`src/rtl/rx_pkg.sv`:
```
// Shared types and widths for the USB RX byte assembly path.
// Holds the assembler FSM encoding and the default data/counter widths.
// Imported by rx_bit_counter and rx_byte_assembler.
package rx_pkg;

  typedef enum logic [1:0] {
    IDLE  = 2'd0,
    SHIFT = 2'd1,
    DONE  = 2'd2
  } asm_state_t;

  localparam int RX_DATA_W = 8;
  localparam int RX_CNT_W  = 3;

endpackage

```
`src/rtl/rx_bit_counter.sv`:
```
// Bit position counter for the byte assembler: counts accepted bits, wraps at DATA_W-1.
// Latency: count updates on the edge after i_en; o_rollover_flag is combinational from count and i_en.
// No backpressure: i_clr beats i_en, the counter never stalls.
module rx_bit_counter
  import rx_pkg::*;
#(
  parameter int DATA_W = RX_DATA_W,
  parameter int CNT_W  = RX_CNT_W
) (
  input  logic             clk,
  input  logic             n_rst,
  input  logic             i_en,
  input  logic             i_clr,
  output logic [CNT_W-1:0] o_count,
  output logic             o_rollover_flag
);

  localparam logic [CNT_W-1:0] LAST = CNT_W'(DATA_W - 1);

  logic [CNT_W-1:0] r_count;
  logic             w_at_last;

  assign w_at_last       = (r_count == LAST);
  assign o_rollover_flag = i_en & w_at_last;
  assign o_count         = r_count;

  // Count enabled bits, wrapping to zero after the last bit of a word; clear wins.
  always_ff @(posedge clk or negedge n_rst) begin
    if (!n_rst) begin
      r_count <= '0;
    end else if (i_clr) begin
      r_count <= '0;
    end else if (i_en) begin
      r_count <= w_at_last ? '0 : r_count + 1'b1;
    end
  end

endmodule

```
`src/rtl/rx_byte_assembler.sv`:
```
// Drops stuffed bits, assembles LSB-first bits into bytes and holds them for the RX control unit.
// Latency: byte_done/data_valid rise 1 cycle after the strobe carrying the last bit of a byte.
// No backpressure on the bit stream: an unacked byte is overwritten and overrun is flagged.
module rx_byte_assembler
  import rx_pkg::*;
#(
  parameter int DATA_W = RX_DATA_W,
  parameter int CNT_W  = RX_CNT_W
) (
  input  logic              clk,
  input  logic              n_rst,
  input  logic              shift_enable,
  input  logic              decoded_bit,
  input  logic              ignore_bit,
  input  logic              eop,
  input  logic              rcving,
  input  logic              clear,
  input  logic              data_ack,
  output logic [DATA_W-1:0] rx_data,
  output logic              data_valid,
  output logic              byte_done,
  output logic              stuff_error,
  output logic              partial_byte,
  output logic              overrun
);

  asm_state_t        r_state;
  logic [DATA_W-1:0] r_shift;
  logic [DATA_W-1:0] r_rx_data;
  logic              r_data_valid;
  logic              r_byte_done;
  logic              r_stuff_error;
  logic              r_partial_byte;
  logic              r_overrun;

  logic              w_strobe;
  logic              w_in_shift;
  logic              w_abort;
  logic              w_eop_hit;
  logic              w_accept;
  logic              w_stuff;
  logic              w_cnt_clr;
  logic              w_rollover;
  logic              w_complete;
  logic [CNT_W-1:0]  w_count;
  logic [DATA_W-1:0] w_next_word;

  // A clear in the same cycle swallows the strobe, so nothing it would cause happens.
  assign w_strobe    = shift_enable & ~clear;
  // Losing rcving while shifting is an abort and takes priority over any strobe.
  assign w_in_shift  = (r_state == SHIFT) & rcving;
  assign w_abort     = (r_state == SHIFT) & ~rcving;
  assign w_eop_hit   = w_in_shift & w_strobe & eop;
  assign w_accept    = w_in_shift & w_strobe & ~ignore_bit & ~eop;
  assign w_stuff     = w_in_shift & w_strobe & ignore_bit & ~eop;
  assign w_cnt_clr   = clear | w_eop_hit | w_abort;
  assign w_complete  = w_accept & w_rollover;
  // USB sends LSB first: new bits enter at the MSB and walk down.
  assign w_next_word = {decoded_bit, r_shift[DATA_W-1:1]};

  rx_bit_counter #(
    .DATA_W (DATA_W),
    .CNT_W  (CNT_W)
  ) u_bit_counter (
    .clk             (clk),
    .n_rst           (n_rst),
    .i_en            (w_accept),
    .i_clr           (w_cnt_clr),
    .o_count         (w_count),
    .o_rollover_flag (w_rollover)
  );

  // Assembler FSM with registered data path, handshake and sticky status flags.
  always_ff @(posedge clk or negedge n_rst) begin
    if (!n_rst) begin
      r_state        <= IDLE;
      r_shift        <= '0;
      r_rx_data      <= '0;
      r_data_valid   <= 1'b0;
      r_byte_done    <= 1'b0;
      r_stuff_error  <= 1'b0;
      r_partial_byte <= 1'b0;
      r_overrun      <= 1'b0;
    end else begin
      r_byte_done <= w_complete;

      case (r_state)
        IDLE:    if (rcving) r_state <= SHIFT;
        SHIFT: begin
          if (!rcving)        r_state <= IDLE;
          else if (w_eop_hit) r_state <= DONE;
        end
        DONE:    if (!rcving) r_state <= IDLE;
        default: r_state <= IDLE;
      endcase

      if (clear) begin
        // rx_data is left alone so the last byte stays readable after a clear.
        r_shift        <= '0;
        r_data_valid   <= 1'b0;
        r_stuff_error  <= 1'b0;
        r_partial_byte <= 1'b0;
        r_overrun      <= 1'b0;
      end else begin
        if (w_eop_hit || w_abort) r_shift <= '0;
        else if (w_accept)        r_shift <= w_next_word;

        if (w_stuff && decoded_bit) r_stuff_error <= 1'b1;

        if (w_eop_hit && (w_count != '0)) r_partial_byte <= 1'b1;

        if (w_complete) begin
          r_rx_data    <= w_next_word;
          r_data_valid <= 1'b1;
          // A same-cycle ack means the old byte was consumed in time.
          if (r_data_valid && !data_ack) r_overrun <= 1'b1;
        end else if (data_ack) begin
          r_data_valid <= 1'b0;
        end
      end
    end
  end

  assign rx_data      = r_rx_data;
  assign data_valid   = r_data_valid;
  assign byte_done    = r_byte_done;
  assign stuff_error  = r_stuff_error;
  assign partial_byte = r_partial_byte;
  assign overrun      = r_overrun;

endmodule
```
`config.mk`:
```
export PLATFORM = sky130hd
export DESIGN_NAME = rx_byte_assembler
export DESIGN_NICKNAME = d
export VERILOG_FILES = /design/src/rtl/rx_pkg.sv /design/src/rtl/rx_bit_counter.sv /design/src/rtl/rx_byte_assembler.sv
export SDC_FILE = /design/constraint.sdc
export NUM_CORES = 1
export LEC_CHECK = 0
export CORE_ASPECT_RATIO = 1.5
export CORE_MARGIN = 5
export CORE_UTILIZATION = 45
export CTS_CLUSTER_SIZE = 10
export DETAILED_ROUTE_END_ITERATION = 8
export GPL_TIMING_DRIVEN = 1
export PLACE_DENSITY = 0.74
export SLEW_MARGIN = 20
export SYNTH_ARGS = -nofsm -noshare
export SYNTH_HDL_FRONTEND = slang
export SYNTH_SLANG_ARGS = --single-unit
```
`constraint.sdc`:
```
create_clock -name clk -period 1.6 [get_ports clk]
set_clock_uncertainty 0.2 [all_clocks]
set_input_delay 0.16 -clock clk [delete_from_list [all_inputs] [get_ports clk]]
set_output_delay 0.16 -clock clk [all_outputs]
set_load 0.005 [all_outputs]
```
# Word level (Yosys, flattened, before mapping)
# Index checks and enable logic that the tools add are counted.
dict set report totals {
  ff_bits 26
  out_inout_bits 13
}
dict set report op_classes {
  n_reduce_logical 17
  addsub 1
  mux 21
  eq_ne 6
  bitwise 17
}
# operator count
set ops {}
lappend ops {{8-bit two-way mux} 3}
lappend ops {{1-bit bitwise AND} 11}
lappend ops {{1-bit two-way mux} 10}
lappend ops {{2-bit nonzero test} 5}
lappend ops {{3-bit two-way mux} 3}
lappend ops {{3-bit nonzero test} 3}
lappend ops {{2-bit two-way mux} 4}
lappend ops {{2-bit case mux with 3 select lines} 1}
lappend ops {{2-bit != test, second input constant} 2}
lappend ops {{1-bit NOT} 4}
lappend ops {{2-bit AND reduction} 2}
lappend ops {{3-bit by 1-bit adder with 3-bit output, second input constant} 1}
lappend ops {{3-bit equality test, second input constant} 1}
lappend ops {{1-bit logical AND} 3}
lappend ops {{3-bit != test, second input constant} 1}
lappend ops {{3-bit AND reduction} 1}
lappend ops {{2-bit by 1-bit equality test with 1-bit output, second input constant} 1}
lappend ops {{2-bit equality test, second input constant} 1}
lappend ops {{2-bit logical NOT} 1}
lappend ops {{1-bit OR} 2}
lappend ops {{1-bit logical NOT} 1}
lappend ops {{1-bit logical OR} 1}

# Depth between registers and ports, before layout
# Gate-level depths: netlist of the first run.
dict set report logic_depth {
  word_depth 9
  ltp_mapped 5
}

# Cells and area by module
# From an unflattened synthesis of the first run, not the netlist that was laid out.
dict set report hier_totals {
  hier_cells 96
  hier_area_um2 1147.4
}
# module area_per_inst_um2 cells_per_inst instances
set modules_own_cells {}
lappend modules_own_cells {rx_byte_assembler 989.7 83 1}
lappend modules_own_cells {rx_bit_counter 157.7 13 1}

# Worst setup path after synthesis of the first run
# No wires, ideal clock.
dict set report synth_timing {
  path_type {register to register}
  start {register r_state[1]}
  end {register u_bit_counter.r_count[0] (netlist: u_bit_counter.o_count[0])}
  path_stages_with_launch 4
  t_arrival_ps 1491
  n_path_buf 0
  setup_slack_ps -171
  t_required_ps 1320
  setup_ps 80
  cell_sequence {dfrtp_1 > or4b_1 > or4_1 > a21oi_1}
}
dict set report synth_between {
  elab_chain_len 7
}
# element line
set synth_rtl {}
lappend synth_rtl {{start: declaration} rx_byte_assembler.sv:27} ;# asm_state_t r_state;
lappend synth_rtl {{start signal: assignment} rx_byte_assembler.sv:76} ;# r_state <= IDLE;
lappend synth_rtl {{start signal: assignment} rx_byte_assembler.sv:88} ;# IDLE: if (rcving) r_state <= SHIFT;
lappend synth_rtl {{start signal: assignment} rx_byte_assembler.sv:90} ;# if (!rcving) r_state <= IDLE;
lappend synth_rtl {{2-bit by 1-bit equality test with 1-bit output (*)} {rx_byte_assembler.sv:51, rx_byte_assembler.sv:52}}
lappend synth_rtl {{1-bit bitwise AND} rx_byte_assembler.sv:51} ;# assign w_in_shift = (r_state == SHIFT) & rcving;
lappend synth_rtl {{1-bit bitwise AND} {rx_byte_assembler.sv:53, rx_byte_assembler.sv:54}}
lappend synth_rtl {{1-bit bitwise AND} rx_byte_assembler.sv:53} ;# assign w_eop_hit = w_in_shift & w_strobe & eop;
lappend synth_rtl {{1-bit OR (2 in series)} rx_byte_assembler.sv:56} ;# assign w_cnt_clr = clear | w_eop_hit | w_abort;
lappend synth_rtl {{3-bit two-way mux or 2-bit nonzero test (tied branches)} --}
lappend synth_rtl {{end signal: assignment} rx_bit_counter.sv:34} ;# r_count <= w_at_last ? '0 : r_count + 1'b1;
lappend synth_rtl {{end: declaration} rx_bit_counter.sv:20} ;# logic [CNT_W-1:0] r_count;
# Every way passes the cells marked *; elsewhere a longest branch is shown, timed or not.
# A chain may end at the register's enable or synchronous reset.

# Worst setup path after layout of the first run
# Ends and elaborated chain as after synthesis.

==> summary.txt, run 1 <==
Worst hold path
  – Hold Path Class: in2reg
  – Worst hold path startpoint: decoded_bit

Routing
  – Drt wl/cell: 17.6 um
  – Routed wire length: 2960 um
  – Total number of vias: 976
  – Final ANT Viol Nets: 0
  – First-pass detailed-route iteration total: 4
  – DR DRC count: 0
  – DR iter-0 viols: 44
  – Vias/cell: 5.81

Logic synthesis
  – Simple-gate share of the synthesized area: 0.170
  – Synth Register Bits: 25
  – Syn Std Cell Area: 0.00111 mm2
  – Yosys warning count: 0
  – Synth Net Count: 110
  – Synth Area in XOR/XNOR: 0
  – Seq/Total Area, Yosys: 0.564
  – Compound-Gate Fraction of Synth Area: 0.123
  – Yosys cell types: 27
  – Mapped Cells: 98
  – Largest family of logic cells by synthesized area: simple AND/OR/NAND/NOR gates
  – Syn Area/Cell: 11.3 um2
  – Synth Area in Adders: 0.0339
  – Multiplexer area fraction after synthesis: 0.0813

Cells and area
  – Final core occ: 0.704
  – Nets: 157
  – Final Cell Area: 0.00169 mm2
  – Area grow syn2layout: 52.0%
  – Fillers: 166
  – Share of layout cells above drive strength 1: 0.354
  – Ant diodes: 0

Worst setup path
  – Worst-path fanout max: 11
  – WS Path Type: reg2reg
  – CP required: 1590 ps
  – Crit. Startpoint: r_state[1]$_DFFE_PN0P_
  – Critical Path AT: 1740 ps
  – Reg2Reg Launch Point: r_state[1]$_DFFE_PN0P_
  – CP Launch Type: register
  – Setup crit end kind: register
  – FF-to-FF setup slack: -150 ps

Floorplan
  – Die extent in x: 50.5 um
  – Std cell rows: 22
  – I/O pin cnt: 22
  – Core area: 0.00239 mm2
  – DIE HEIGHT: 70.8 um
  – Full die area: 0.00358 mm2
  – Effective utilization at floorplan: 0.463

Place
  – Post-DP HPWL: 1910 um
  – Placer Congestion: 0.795
  – Placed cell area: 0.00148 mm2
  – Port buffer count: 21

Global routing
  – Initial antenna violation count: 0
  – First-pass GRT wire length: 4800 um
  – Total grt overflow: 0
  – Vias in the first global route: 1,037
  – Largest net degree at the start of global routing: 26
  – Gr usage total: 0.171

Clock tree
  – CTS tree: built
  – CTS clk-pin slew, worst paths: 140 ps
  – CTS Buffer Depth: 2
  – Clock tree sinks: 25
  – Root buf cell: clkbuf_4
  – H-tree Lvls: 1
  – Num CTS Buffers: 3
  – Clk_lat worst skew: 310 ps

Timing
  – Final worst slack: -151 ps
  – Final period util: 1.09
  – Slew HR: 0.658
  – Final-report max-slew violation count: 0
  – Least-Margin Pin Slew: 512 ps
  – RSZ-0062 raised after global routing: yes
  – TNS Setup: -478 ps
  – Final hold violation count: 0
  – Setup violators final: 14
  – Final min period: 1750 ps
  – Fmax: 0.571 GHz

Power
  – Power, Total: 1.04 mW
  – P per Cell Area: 620 mW/mm2
  – Pleak: 0.778 nW
  – VDD IR max: 0.000739 V

Outcome
  – Outcome: finished, violations left
  – Failing checks: setup timing

Run
  – Max-Cap Viols: 0
flip-flops by register name, summed over array words and instances, names as in the netlist:
name                   cells
r_shift                    7
u_bit_counter.o_count      3
overrun                    1
stuff_error                1
partial_byte               1
rx_data                    8
r_state                    2
data_valid                 1
byte_done                  1
where the power goes:
part	switching [mW]	internal [mW]
sequential	0.00155	0.635
clock	0.188	0.0973
combinational	0.0656	0.0570
total	0.255	0.789
synth_stat cells:
cell type  count  area (um2)
a41oi_1        1        8.76
nand3b_1       2        15.0
clkbuf_1       5        18.8
or4b_1         1        10.0
nand4_2        1        12.5
nand4_1        9        56.3
dfrtp_1       25         626
o21ai_1        6        30.0
or4_1          1        7.51
a31oi_1        1        6.26
nand2b_1       2        12.5
and2_1         1        6.26
nand3_1        1        5.00
ha_1           3        37.5
inv_1          3        11.3
a21oi_1       10        50.1
nand4b_1       1        8.76
nor2_1         4        15.0
and3b_1        2        17.5
nor2b_1        1        6.26
o22ai_1        1        6.26
o21bai_1       1        7.51
nand2_1        2        7.51
a21boi_0       1        7.51
o21ai_0        4        20.0
or3b_2         1        8.76
mux2_2         8        90.1
cells in the final DEF, fill, tap and decap left out, types with 2 or more instances in the layout:
master / n
a21oi_1: 9
and3b_1: 2
buf_4: 21
buf_6: 2
clkbuf_4: 3
clkdlybuf4s50_1: 21
dfrtp_1: 25
inv_1: 3
mux2_2: 2
mux2_4: 6
nand2_1: 2
nand2b_1: 2
nand3b_1: 2
nand4_1: 9
nor2_1: 4
o21ai_1: 4
o21ai_2: 5
path summary, 6_finish.rpt:
kind	end	cells after the start
min in group asynchronous	r_state[1]$_DFFE_PN0P_	3
min	r_shift[7]$_DFFE_PN0P_	3
max in group asynchronous	byte_done$_DFF_PN0_	3
min reg2reg	rx_data[6]$_DFFE_PN0P_	1
max	u_bit_counter.o_count[0]$_DFFE_PN0P_	4
max reg2reg	u_bit_counter.o_count[0]$_DFFE_PN0P_	4
final cells by class:
type | instances | area [um2] | area share
Multi-Input combinational cell | 65 | 547 | 0.324
Tap cell | 24 | 30.0 | 0.0178
Clock buffer | 4 | 26.3 | 0.0156
Sequential cell | 25 | 626 | 0.371
Timing Repair Buffer | 47 | 445 | 0.264
Inverter | 3 | 11.3 | 0.00668
critical path, stage by stage, from the launching register on:
cell     delay [ps]
dfrtp_1         410
or4b_4          490
buf_6           170
o21ai_0         260
a21oi_2         100
layer usage:
| layer | GRT usage | up-vias | share of wire | wire [um] |
|---|---|---|---|---|
| li1 | - | 454 | - | - |
| met3 | 0.0316 | 8 | 0.051 | 151 |
| met2 | 0.308 | 38 | 0.55 | 1620 |
| met4 | 0.0682 | 0 | 0.023 | 69 |
| met1 | 0.192 | 476 | 0.38 | 1120 |
| met5 | 0 | - | 0 | 0 |
logic make-up (layout without fill, tap and decap cells):
family | after synthesis | in the layout
adder cells (fa/ha/maj) | 3 | 3
buffers and inverters | 8 | 54
multiplexers | 8 | 8
AO/OA/AOI/OAI | 25 | 25
AND/OR/NAND/NOR | 29 | 29
flip-flops | 25 | 25
per-stage QoR:
| stage | worst slack, ps | hold slack, ps | std cells |
|---|---|---|---|
| finish | -151 | 279 | 168 |
| global route | -232 | 294 | 168 |
| CTS | -147 | 284 | 165 |
| detailed placement | -387 | 294 | 156 |
| global placement | -333 | 287 | 156 |
| floorplan | -46.9 | -336 | 98 |
what timing repair did:
| action | in CTS | in global routing |
|---|---|---|
| resized for setup | 16 | 12 |
| hold endpoints to repair | 3 | 0 |
| buffers inserted | 3 | 3 |
| hold buffers | 1 | 0 |
| cloned | 1 | 0 |
| pin swaps | 1 | 0 |
| endpoints found under the setup margin | 18 | 25 |
Power figures use the tool's default switching activity.
==> run 2: changes to the inputs <==
--- a/config.mk
+++ b/config.mk
@@ -10,7 +10,6 @@
 export CORE_UTILIZATION = 45
 export CTS_CLUSTER_SIZE = 10
 export DETAILED_ROUTE_END_ITERATION = 8
-export GPL_TIMING_DRIVEN = 1
 export PLACE_DENSITY = 0.74
 export SLEW_MARGIN = 20
 export SYNTH_ARGS = -nofsm -noshare
==> results of run 2 <==
Final layout, timing and power as in run 1 (identical DEF).
